<file path="src/rtl/block_fetch.sv">
// block_fetch: on each accepted start, reads one 8x8 pre-IDCT block from SRAM
// and writes it into DPRAM0 starting at DP_OFFSET. Block column, row and plane
// (Y, U, V) are tracked internally and wrap to Y(0,0) after the last V block.
// Optional build macro BLOCK_FETCH_PACK_EN: pack two samples per DPRAM word.
module block_fetch #(
  parameter int unsigned Y_COLS_BLK   = 40,
  parameter int unsigned UV_COLS_BLK  = 20,
  parameter int unsigned ROWS_BLK     = 30,
  parameter int unsigned Y_BASE       = 76800,
  parameter int unsigned U_BASE       = 153600,
  parameter int unsigned V_BASE       = 192000,
  parameter int unsigned DP_OFFSET    = 64,
  parameter int unsigned SRAM_LATENCY = 3
) (
  input  logic        CLOCK_50_I,
  input  logic        Resetn,
  input  logic        start,
  input  logic        restart,
  output logic        busy,
  output logic        done,
  output logic        frame_done,
  output logic [1:0]  plane,
  output logic [5:0]  blk_col,
  output logic [4:0]  blk_row,
  output logic [17:0] SRAM_address,
  input  logic [15:0] SRAM_read_data,
  output logic [6:0]  dp_write_address,
  output logic [31:0] dp_write_data,
  output logic        dp_write_enable
);

  localparam logic [17:0] Y_PITCH    = 18'(8 * Y_COLS_BLK);
  localparam logic [17:0] UV_PITCH   = 18'(8 * UV_COLS_BLK);
  localparam logic [17:0] Y_BASE_A   = 18'(Y_BASE);
  localparam logic [17:0] U_BASE_A   = 18'(U_BASE);
  localparam logic [17:0] V_BASE_A   = 18'(V_BASE);
  localparam logic [5:0]  Y_LAST_COL = 6'(Y_COLS_BLK - 1);
  localparam logic [5:0]  UV_LAST_COL = 6'(UV_COLS_BLK - 1);
  localparam logic [4:0]  LAST_ROW   = 5'(ROWS_BLK - 1);
  localparam logic [6:0]  DP_BASE    = 7'(DP_OFFSET);
  localparam logic [6:0]  DRAIN_LAST = 7'(SRAM_LATENCY - 1);

  typedef enum logic [1:0] {S_IDLE, S_FETCH, S_DRAIN, S_DONE} state_t;

  state_t r_state, w_next;

  logic [6:0]  r_k;
  logic [1:0]  r_plane;
  logic [5:0]  r_col;
  logic [4:0]  r_row;
  logic [17:0] r_sram_addr;
  logic [6:0]  r_dp_addr;
  logic [31:0] r_dp_data;
  logic        r_dp_we;

  logic [SRAM_LATENCY-1:0]      r_vld;
  logic [SRAM_LATENCY-1:0][5:0] r_idx;

  logic        w_start_ok, w_restart_ok, w_issue;
  logic [1:0]  w_plane;
  logic [5:0]  w_col;
  logic [4:0]  w_row;
  logic [5:0]  w_k;
  logic [7:0]  w_line;
  logic [17:0] w_base, w_offs, w_addr;
  logic        w_last_col, w_last_row, w_last_blk;
  logic        w_out_vld;
  logic [5:0]  w_out_idx;

  // Constant-pitch multiply expressed as a sum of shifted copies of the line.
  function automatic logic [17:0] shift_add(input logic [7:0] line, input logic [17:0] pitch);
    logic [17:0] acc;
    acc = '0;
    for (int unsigned i = 0; i < 18; i++)
      if (pitch[i]) acc = acc + ({10'd0, line} << i);
    return acc;
  endfunction

  assign w_start_ok   = (r_state == S_IDLE) && start;
  assign w_restart_ok = (r_state == S_IDLE) && restart;

  // A same-cycle restart forces the first address of the accepted block to Y(0,0).
  assign w_plane = w_restart_ok ? 2'd0 : r_plane;
  assign w_col   = w_restart_ok ? 6'd0 : r_col;
  assign w_row   = w_restart_ok ? 5'd0 : r_row;
  assign w_k     = (r_state == S_IDLE) ? 6'd0 : r_k[5:0];
  assign w_issue = w_start_ok || ((r_state == S_FETCH) && !r_k[6]);

  assign w_line = {w_row, w_k[5:3]};

  // Sample address: plane base + line * pitch + column offset.
  always_comb begin
    w_base = Y_BASE_A;
    w_offs = shift_add(w_line, Y_PITCH);
    case (w_plane)
      2'd1: begin w_base = U_BASE_A; w_offs = shift_add(w_line, UV_PITCH); end
      2'd2: begin w_base = V_BASE_A; w_offs = shift_add(w_line, UV_PITCH); end
      default: ;
    endcase
    w_addr = w_base + w_offs + {9'd0, w_col, w_k[2:0]};
  end

  assign w_last_col = (r_plane == 2'd0) ? (r_col == Y_LAST_COL) : (r_col == UV_LAST_COL);
  assign w_last_row = (r_row == LAST_ROW);
  assign w_last_blk = (r_plane == 2'd2) && w_last_col && w_last_row;

  // State register.
  always_ff @(posedge CLOCK_50_I or negedge Resetn) begin
    if (!Resetn) r_state <= S_IDLE;
    else         r_state <= w_next;
  end

  // Next-state and status outputs.
  always_comb begin
    w_next     = r_state;
    busy       = 1'b0;
    done       = 1'b0;
    frame_done = 1'b0;
    case (r_state)
      S_IDLE:  if (start) w_next = S_FETCH;
      S_FETCH: begin
        busy = 1'b1;
        if (r_k[6]) w_next = S_DRAIN;
      end
      S_DRAIN: begin
        busy = 1'b1;
        if (r_k == DRAIN_LAST) w_next = S_DONE;
      end
      S_DONE: begin
        busy       = 1'b1;
        done       = 1'b1;
        frame_done = w_last_blk;
        w_next     = S_IDLE;
      end
      default: w_next = S_IDLE;
    endcase
  end

  // Sample issue counter in FETCH, reused as the drain counter.
  always_ff @(posedge CLOCK_50_I or negedge Resetn) begin
    if (!Resetn) r_k <= '0;
    else begin
      case (r_state)
        S_IDLE:  if (start) r_k <= 7'd1;
        S_FETCH: r_k <= r_k[6] ? 7'd0 : r_k + 7'd1;
        S_DRAIN: r_k <= r_k + 7'd1;
        default: r_k <= '0;
      endcase
    end
  end

  // Registered SRAM read address.
  always_ff @(posedge CLOCK_50_I or negedge Resetn) begin
    if (!Resetn)      r_sram_addr <= '0;
    else if (w_issue) r_sram_addr <= w_addr;
  end

  // Block position: cleared by restart in IDLE, advanced at the end of DONE.
  always_ff @(posedge CLOCK_50_I or negedge Resetn) begin
    if (!Resetn) begin
      r_plane <= '0;
      r_col   <= '0;
      r_row   <= '0;
    end else if (w_restart_ok) begin
      r_plane <= '0;
      r_col   <= '0;
      r_row   <= '0;
    end else if (r_state == S_DONE) begin
      if (!w_last_col) r_col <= r_col + 6'd1;
      else begin
        r_col <= '0;
        if (!w_last_row) r_row <= r_row + 5'd1;
        else begin
          r_row   <= '0;
          r_plane <= (r_plane == 2'd2) ? 2'd0 : r_plane + 2'd1;
        end
      end
    end
  end

  // Valid/index pipeline matching the SRAM read latency.
  always_ff @(posedge CLOCK_50_I or negedge Resetn) begin
    if (!Resetn) begin
      r_vld <= '0;
      r_idx <= '0;
    end else begin
      r_vld[0] <= w_issue;
      r_idx[0] <= w_k;
      for (int unsigned i = 1; i < SRAM_LATENCY; i++) begin
        r_vld[i] <= r_vld[i-1];
        r_idx[i] <= r_idx[i-1];
      end
    end
  end

  assign w_out_vld = r_vld[SRAM_LATENCY-1];
  assign w_out_idx = r_idx[SRAM_LATENCY-1];

`ifdef BLOCK_FETCH_PACK_EN
  logic [15:0] r_even;

  // Hold the even sample; write the pair when the odd sample arrives.
  always_ff @(posedge CLOCK_50_I or negedge Resetn) begin
    if (!Resetn) begin
      r_even    <= '0;
      r_dp_we   <= 1'b0;
      r_dp_addr <= '0;
      r_dp_data <= '0;
    end else begin
      r_dp_we <= w_out_vld && w_out_idx[0];
      if (w_out_vld && !w_out_idx[0]) r_even <= SRAM_read_data;
      if (w_out_vld && w_out_idx[0]) begin
        r_dp_addr <= DP_BASE + {2'd0, w_out_idx[5:1]};
        r_dp_data <= {r_even, SRAM_read_data};
      end
    end
  end
`else
  // One DPRAM write per returned sample.
  always_ff @(posedge CLOCK_50_I or negedge Resetn) begin
    if (!Resetn) begin
      r_dp_we   <= 1'b0;
      r_dp_addr <= '0;
      r_dp_data <= '0;
    end else begin
      r_dp_we <= w_out_vld;
      if (w_out_vld) begin
        r_dp_addr <= DP_BASE + {1'b0, w_out_idx};
        r_dp_data <= {16'd0, SRAM_read_data};
      end
    end
  end
`endif

  assign plane            = r_plane;
  assign blk_col          = r_col;
  assign blk_row          = r_row;
  assign SRAM_address     = r_sram_addr;
  assign dp_write_address = r_dp_addr;
  assign dp_write_data    = r_dp_data;
  assign dp_write_enable  = r_dp_we;

endmodule
</file>
<file path="config.mk">
export PLATFORM = sky130hd
export DESIGN_NAME = block_fetch
export DESIGN_NICKNAME = d
export VERILOG_FILES = /design/src/rtl/block_fetch.sv
export SDC_FILE = /design/constraint.sdc
export NUM_CORES = 1
export LEC_CHECK = 0
export BUFFER_PORTS_ARGS = -buffer_cell sky130_fd_sc_hd__buf_4
export CAP_MARGIN = 5
export CELL_PAD_IN_SITES_DETAIL_PLACEMENT = 0
export CELL_PAD_IN_SITES_GLOBAL_PLACEMENT = 1
export CORE_ASPECT_RATIO = 1.25
export CORE_MARGIN = 2
export CORE_UTILIZATION = 39
export CTS_CLUSTER_SIZE = 8
export DETAILED_ROUTE_END_ITERATION = 12
export PLACE_DENSITY = 0.73
export SLEW_MARGIN = 30
export SYNTH_ARGS = -nofsm -noshare
export SYNTH_HDL_FRONTEND = slang
export SYNTH_SLANG_ARGS = --single-unit
</file>
<file path="constraint.sdc">
create_clock -name CLOCK_50_I -period 3.65 [get_ports CLOCK_50_I]
set_input_delay 0.9125 -clock CLOCK_50_I [delete_from_list [all_inputs] [get_ports CLOCK_50_I]]
set_output_delay 0.9125 -clock CLOCK_50_I [all_outputs]
set_load 0.01 [all_outputs]
</file>
==> results.md, run 1 <==
Status:
- The run finished with clean final reports.

Power:
- In this run the static leakage power is between 0.002 and 0.003 uW.
- The total design power is approximately 5600 uW.
- The power density normalized to cell area is 926 nW/um2.
- VDD sags by at most around 0.00034 V.

Timing:
- The clock tree skew after final layout is 0.00783 ns.
- Setup violations remaining at the end of the flow were counted as 0.
- The number of pins exceeding their max-slew limit in the final report is 0.
- The clock period minus worst slack is around 3.5 ns.
- In the post-route analysis, the smallest setup slack over all paths is ~0.16 ns.
- The peak clock frequency supported by timing is 0.287 GHz.
- The worst-margin pin slew is about 0.9 ns.
- The tightest slew margin relative to the limit is about two fifths.
- The hold violation count in the final report is 0.
- The final critical-path share of the clock period is 95.5%.
- The aggregate negative setup slack is 0 ns.

Layout:
- The area used by multi-input combinational logic is between 2000 and 2500 um2.
- The final-stage net count is between 600 and 700.
- The post-route netlist has a little under two fifths of its cells at a drive strength greater than 1.
- The filler cells instantiated in the layout total 1040.
- The synthesis-to-finish area growth is 31.1%.
- The repair_antennas step left the layout with diodes totalling 0.
- Across the whole layout, storage elements account for between 2000 and 2500 um2.

Global route:
- The number of antenna violations at the first check in global routing is 0.
- The first global-routing pass estimated approximately 17 mm of wire.
- The via count of the first global-routing pass is 3519.
- For this run, the total global-route usage over all layers was measured as 16.8%.
- Global routing finished with a remaining overflow of 0.
- Entering global routing, the biggest net connects between 80 and 90 pins.

Floorplanning:
- between 90 and 100 I/O pins were placed.
- For this configuration, the core starts out at a cell density of about two fifths.
- From bottom edge to top edge, the die measures 126 um.
- In this run the standard cell core region covers between 10000 and 15000 um2.
- The die boundary width is between 100 and 150 um.
- The standard-cell row count is 44.
- The floorplan step defined a die boundary enclosing roughly 13000 um2.

Route:
- The post-detailed-route wirelength per cell is ~14 um.
- After detailed routing, the total wire length is around 10 mm.
- For this block, the initial DRC count from the detailed router was 93.
- After detailed routing, the number of remaining DRC violations is 0.
- Dividing the detail-routed via count by the number of cells gives around 5.0.
- The first-pass iteration count of the detailed router is 4.
- The residual antenna-violating net count after detailed routing is 0.
- The routed layout has 3609 vias.

Clock network:
- The clock insertion delay at the later pin of the skew report is roughly 0.34 ns.
- The number of clock buffers added by TritonCTS is 9.
- The clock sink count is between 80 and 90.
- The TritonCTS clock tree is built.
- In this run the number of H-tree levels came out at 3.
- Buffers inserted to repair hold after CTS numbered 0.
- The clock tree buffer depth is 2.
- Clock-pin slew was measured on the worst setup and hold paths at 0.07 ns.
- The root cell of the clock tree is clkbuf_16.

Placed design:
- Detailed placement ended at an HPWL of 7.63 mm.
- Before CTS, the worst setup slack after placement is -0.219 ns.
- The final RePlAce weighted congestion is between 0.8 and 0.9.
- The number of I/O port buffers is 77.

Yosys:
- The post-synthesis instance area is between 4000 and 5000 um2.
- After synthesis the netlist holds a flip-flop and latch count of between 80 and 90.
- Summed over its instances, the top area cell type makes up between 40% and 50% of the synthesized netlist area.
- By count the netlist is led by dfrtp_1 (85), nand2_1 (36), mux2_2 (28), nor2_1 (28), ha_1 (27).
- The sequential fraction of the synthesis area is 45.7%.
- The number of enable-type register cells in the synthesized netlist is 0.
- The cell count after synthesis came out at 440.
- In the synthesized netlist the async set-or-reset flop fraction comes to 100%.
- The number of distinct library cells after synthesis is between 70 and 80.
- The synthesized design spends more area on one cell type than any other, namely dfrtp_1.
- Dividing the synthesized area by the synthesized cell count gives ~11 um2.
- The number of warnings issued by yosys is 0.
- Ranked by total cell area, the synthesized netlist is headed by dfrtp_1 (46%), ha_1 (7.3%), mux2_2 (6.8%).
- The top flip-flop cell by instance count after synthesis is dfrtp_1.
- The most common cell in the synthesized netlist is dfrtp_1.

Critical path:
- The sort of element at the start of the critical path is a primary input.
- The data arrival at the endpoint of the critical path is ~3.7 ns.
- The maximum fanout along the worst path is 4.
- The category of the critical setup timing path is in2reg.
- The kind of end point of the critical path is a flop.
- The data required time at the worst endpoint is slightly below 4 ns.
- The setup slack of the most critical reg-to-reg path is roughly 0.20 ns.

Worst hold path:
- The path class of the tightest hold or removal check is reg2reg.

Run:
- Across the run, the number of max-cap violations was 0.
==> where the power goes <==
group / internal [uW] / leakage, uW / switching [uW]
registers: 1250 / 0.00108 / 248
clock network: 478 / 0.000145 / 418
logic: 1610 / 0.00175 / 1640
total: 3340 / 0.00298 / 2300
==> path summary, 6_finish.rpt <==
check	from	endpoint	depth (start not counted)
worst max-delay path	restart	SRAM_address[16]$_DFFE_PN0P_	17
worst min-delay path	r_idx[5]$_DFF_PN0_	r_idx[11]$_DFF_PN0_	0
worst max register to register	r_state[0]$_DFFE_PN0P_	SRAM_address[16]$_DFFE_PN0P_	17
worst min register to register	r_idx[5]$_DFF_PN0_	r_idx[11]$_DFF_PN0_	0
max in group asynchronous	Resetn	dp_write_data[3]$_DFFE_PN0P_	1
min in group asynchronous	Resetn	dp_write_address[6]$_DFFE_PN0P_	1
==> sequential cells by signal, summed over array words and instances (netlist names) <==
name              flops
SRAM_address         18
blk_col               6
blk_row               5
dp_write_address      7
dp_write_data        16
dp_write_enable       1
plane                 2
r_idx                12
r_k                   7
r_state               2
r_vld                 3
w_out_idx             6
==> critical path: stages <==
cell	delay, ns
buf_4	0.14
a21boi_4	0.16
xor2_1	0.17
ha_2	0.18
a21o_1	0.13
a21oi_2	0.08
o32ai_2	0.31
a21oi_2	0.12
xnor2_2	0.14
o21ai_1	0.14
ha_1	0.26
a21o_1	0.20
a21o_1	0.16
a21o_1	0.16
a21oi_2	0.15
a31oi_1	0.09
and3_1	0.20
==> cell families after synthesis <==
| kind of cell | after synthesis | synth area share [%] |
|---|---|---|
| other | 1 | 0.0806 |
| buffers and inverters | 49 | 5.35 |
| AND/OR/NAND/NOR | 130 | 15.0 |
| multiplexers | 29 | 6.99 |
| XOR/XNOR | 16 | 3.17 |
| flip-flops | 85 | 45.7 |
| adder cells (fa/ha/maj) | 28 | 7.69 |
| AO/OA/AOI/OAI | 102 | 16.0 |
==> metrics by stage <==
stage	cell area [um2]	instances	hold slack [ns]	util, %
2_1_floorplan	4800	455	0.331	-
3_3_place_gp	5730	708	0.331	49.3
3_5_place_dp	5740	708	0.335	49.4
4_1_cts	6030	724	0.351	51.9
5_1_grt	6100	727	0.356	52.5
6_report	6100	727	0.349	52.5
==> routing by layer <==
| layer | vias to the layer above | wire, um | share of wire [%] | GRT usage (%) |
|---|---|---|---|---|
| met5 | - | 0 | 0 | 0 |
| met4 | 0 | 155 | 1.5 | 7.07 |
| met3 | 10 | 471 | 4.5 | 2.05 |
| met2 | 95 | 5010 | 48 | 27.5 |
| met1 | 1721 | 4760 | 46 | 22.2 |
| li1 | 1783 | - | - | - |
==> cell usage in the layout (no fill, tap or decap), types with 3 or more instances in the layout <==
cell type,n
nand2_1,35
a21o_1,9
ha_4,3
o41ai_1,3
inv_6,3
nor3_1,6
and2_1,9
or2_2,3
a21oi_2,5
xnor2_1,7
xor2_1,7
and3_1,6
conb_1,16
ha_1,22
o21bai_1,3
clkbuf_16,9
nor2_1,27
a211o_1,3
o31ai_1,7
mux2_2,28
buf_4,126
nor2b_1,5
o21ai_0,19
nand3_1,10
a21oi_1,19
inv_1,14
nand2b_1,4
dfrtp_1,85
nand4_1,4
==> timing repair <==
item	in CTS	in global routing
gates cloned	0	0
resized for setup	1	11
endpoints found under the setup margin	6	6
setup buffers	0	3
pin swaps	0	7
==> final cells by class <==
| cell class | count | share of cell area, % |
|---|---|---|
| multi-input cells | 321 | 40.3 |
| clock buffers | 9 | 3.69 |
| inverters | 17 | 1.13 |
| well taps | 161 | 3.30 |
| clock inverters | 7 | 1.03 |
| flip-flops and latches | 85 | 34.9 |
| repair buffers | 127 | 15.7 |
Note: power is estimated with default switching activity, not from simulation.
==> run 2, diff against run 1 <==
Settings changed: MAX_ROUTING_LAYER set to met4.
==> run 2 against run 1 <==
Effect of this change:
- fmax about the same
- worst setup slack got worse by 0.0015 ns
- wire length hardly changed
- critical endpoint unchanged
- largest cell class unchanged
- highest routed layer unchanged
==> results.md, run 2 (synthesis results as in run 1) <==
Critical path:
- The kind of end point of the critical path is a flop.
- The longest individual stage delay on the worst path came to 0.31 ns (about the same).
- The worst reg-to-reg path cell count is 17 (unchanged).
- The end of the worst register-to-register path is SRAM_address[16]$_DFFE_PN0P_.
- The data required time at the worst endpoint came to 3.88 ns (about the same).
- Broken down by cell family, the worst path's largest delay share belongs to compound AO/OA/AOI/OAI gates.
- The setup slack of the most critical reg-to-reg path is 0.20 ns (about the same).
- In this run the critical register-to-register path is launched from r_state[0]$_DFFE_PN0P_.
- The maximum fanout along the worst path came to 4 (unchanged).
- The data arrival at the endpoint of the critical path is 3.72 ns (about the same).
- The cell repeated most along the worst path is a21o_1.
- The combined buffer and inverter count along the critical path is 1 (unchanged).
- The signal on the critical path passes through buf_4 > a21boi_4 > xor2_1 > ha_2 > a21o_1 > a21oi_2 > o32ai_2 > a21oi_2 > xnor2_2 > o21ai_1 > ha_1 > a21o_1 > a21o_1 > a21o_1 > a21oi_2 > a31oi_1 > and3_1.
- The slowest stage of the critical path belongs to the cell o32ai_2.
- STA classifies the critical path startpoint as a primary input.
- The category of the critical setup timing path is in2reg.

Status:
- The run finished with clean final reports.

Floorplanning:
- The core region area was 11600 um2 (unchanged).
- The standard-cell row count came to 44 (unchanged).
- The floorplan die area was 12800 um2 (unchanged).
- The floorplan die height is 126 um (unchanged).
- The starting utilization of the core area is 40.0% (unchanged).
- The I/O pin total is 94 (unchanged).
- The die boundary width is 102 um (unchanged).

Layout:
- The final standard cell area without fillers is 6100 um2 (unchanged).
- The share of post-route cells with drive strength above 1 is 37.6% (unchanged).
- The antenna diode count is 0 (unchanged).
- The most common library cell in the layout ignoring fill and taps is buf_4.
- The final-stage net count is 609 (unchanged).
- The flip-flop count of the largest register, all copies and words added is 18 (unchanged).
- The synthesis-to-finish area growth was 31.1% (unchanged).
- In the layout the commonest cells are buf_4 (126), dfrtp_1 (85), nand2_1 (35).

Route:
- The number of remaining DRC errors was 0 (unchanged).
- The first-pass iteration count of the detailed router is 4 (unchanged).
- The residual antenna-violating net count after detailed routing is 0 (unchanged).
- The violation count after the first detailed-route iteration is 106 (+14%).
- The post-detailed-route wirelength per cell is 14.3 um (about the same).
- The count of vias placed by the detailed router is 3608 (-0.028%).
- The ratio of routed vias to standard cells is 4.96 (about the same).
- The final wirelength is 10.4 mm (about the same).

Global route:
- The wire length of the first global-routing pass is 17.2 mm (+0.16%).
- The via count of the first global-routing pass is 3512 (-0.20%).
- The remaining global-route overflow is 0 (unchanged).
- The global-route usage over all layers is 17.3% (+0.54 points).
- The number of antenna violations at the first check in global routing is 0 (unchanged).
- The pin count of the biggest net entering global routing is 86 (unchanged).

Timing:
- The tightest slew margin relative to the limit is 41.0% (+0.32 points).
- The final critical-path share of the clock period is 95.6% (about the same).
- The worst-margin pin slew is 0.885 ns (-0.00484 ns).
- The final hold slack is 0.348 ns (-0.000654 ns).
- The number of pins exceeding their max-slew limit in the final report is 0 (unchanged).
- The clock period minus worst slack was 3.49 ns (+0.00147 ns).
- The setup violation total in the final timing report came to 0 (unchanged).
- The aggregate negative setup slack is 0 ns (unchanged).
- The peak clock frequency supported by timing came to 0.287 GHz (about the same).
- The hold violation count in the final report came to 0 (unchanged).
- The clock tree skew after final layout is 0.00863 ns (+0.000793 ns).

Clock network:
- The clock transition at the register clock pins on the worst setup and hold paths after CTS was 0.06 ns (about the same).
- The clock tree buffer depth is 2 (unchanged).
- The clock sink count was 85 (unchanged).
- The TritonCTS clock tree is built.
- The tree is rooted in a clkbuf_16.
- The number of hold-repair buffers added at the cts stage is 0 (unchanged).
- The clock insertion delay at the later pin of the skew report is 0.34 ns (about the same).
- The CTS H-tree depth is 3 (unchanged).
- The total clock buffers created by CTS is 9 (unchanged).

Worst hold path:
- The path class of the lowest-slack min-delay path is reg2reg.
- The launch instance of the worst min-delay path is r_idx[5]$_DFF_PN0_.
- The path with the worst hold slack has its endpoint at r_idx[11]$_DFF_PN0_.
- The number of stages on the worst hold path is 0 (unchanged).

Power:
- The power density normalized to cell area is 926 nW/um2 (about the same).
- The highest ir drop seen on vdd is 0.000340 V (-0.11%).
- The leakage component of the power was 0.00298 uW (unchanged).

Placed design:
- The area after detailed placement is 5740 um2 (unchanged).
- The number of I/O port buffers was 77 (unchanged).
- The sum of net half-perimeters after detailed placement is 7.63 mm (unchanged).
- The final RePlAce weighted congestion was 0.819 (+1.5%).

Run:
- The number of max-cap violations came to 0 (unchanged).
## run 2: layout make-up
type                            count  area [um2]
Multi-Input combinational cell    321        2450
Inverter                           17        68.8
Clock buffer                        9         225
Fill cell                        1040        5520
Sequential cell                    85        2130
Timing Repair Buffer              127         957
Tap cell                          161         201
Clock inverter                      7        62.6
## run 2: per-layer routing
layer	GRT usage, %	vias up	part of all wire, %
met1	22.3	1719	45
met5	-	-	0
met3	2.16	12	4.6
met2	27.5	94	48
met4	7.07	0	1.6
li1	-	1783	-
## run 2: through the flow
step / power [uW] / setup WS [ns] / cells / util (%)
2_1_floorplan: 3490 / -0.0260 / 455 / -
3_3_place_gp: 4590 / -0.192 / 708 / 49.3
3_5_place_dp: 4670 / -0.219 / 708 / 49.4
4_1_cts: 5600 / 0.0120 / 724 / 51.9
5_1_grt: 6120 / -0.0151 / 727 / 52.5
6_report: 5650 / 0.162 / 727 / 52.5
## run 2: what timing repair did
item	in CTS	in global routing
setup buffers	0	3
gates resized for setup	1	11
pin swaps	0	7
cloned	0	0
endpoints found under the setup margin	6	6
## run 2: power breakdown
group / switching [uW] / internal [uW]
clock: 417 / 478
sequential: 247 / 1250
combinational: 1640 / 1610
total: 2300 / 3350
## run 2: how the worst max path moves through the flow
stage,cells past startpoint,start,endpoint,slack [ns]
2_1_floorplan,16,restart,SRAM_address[16]$_DFFE_PN0P_,-0.03
3_3_place_gp,14,restart,SRAM_address[13]$_DFFE_PN0P_,-0.19
3_5_place_dp,14,restart,SRAM_address[13]$_DFFE_PN0P_,-0.22
4_1_cts,16,r_state[0]$_DFFE_PN0P_,SRAM_address[13]$_DFFE_PN0P_,0.01
5_1_grt,17,restart,SRAM_address[16]$_DFFE_PN0P_,-0.02
6_report,17,restart,SRAM_address[16]$_DFFE_PN0P_,0.16
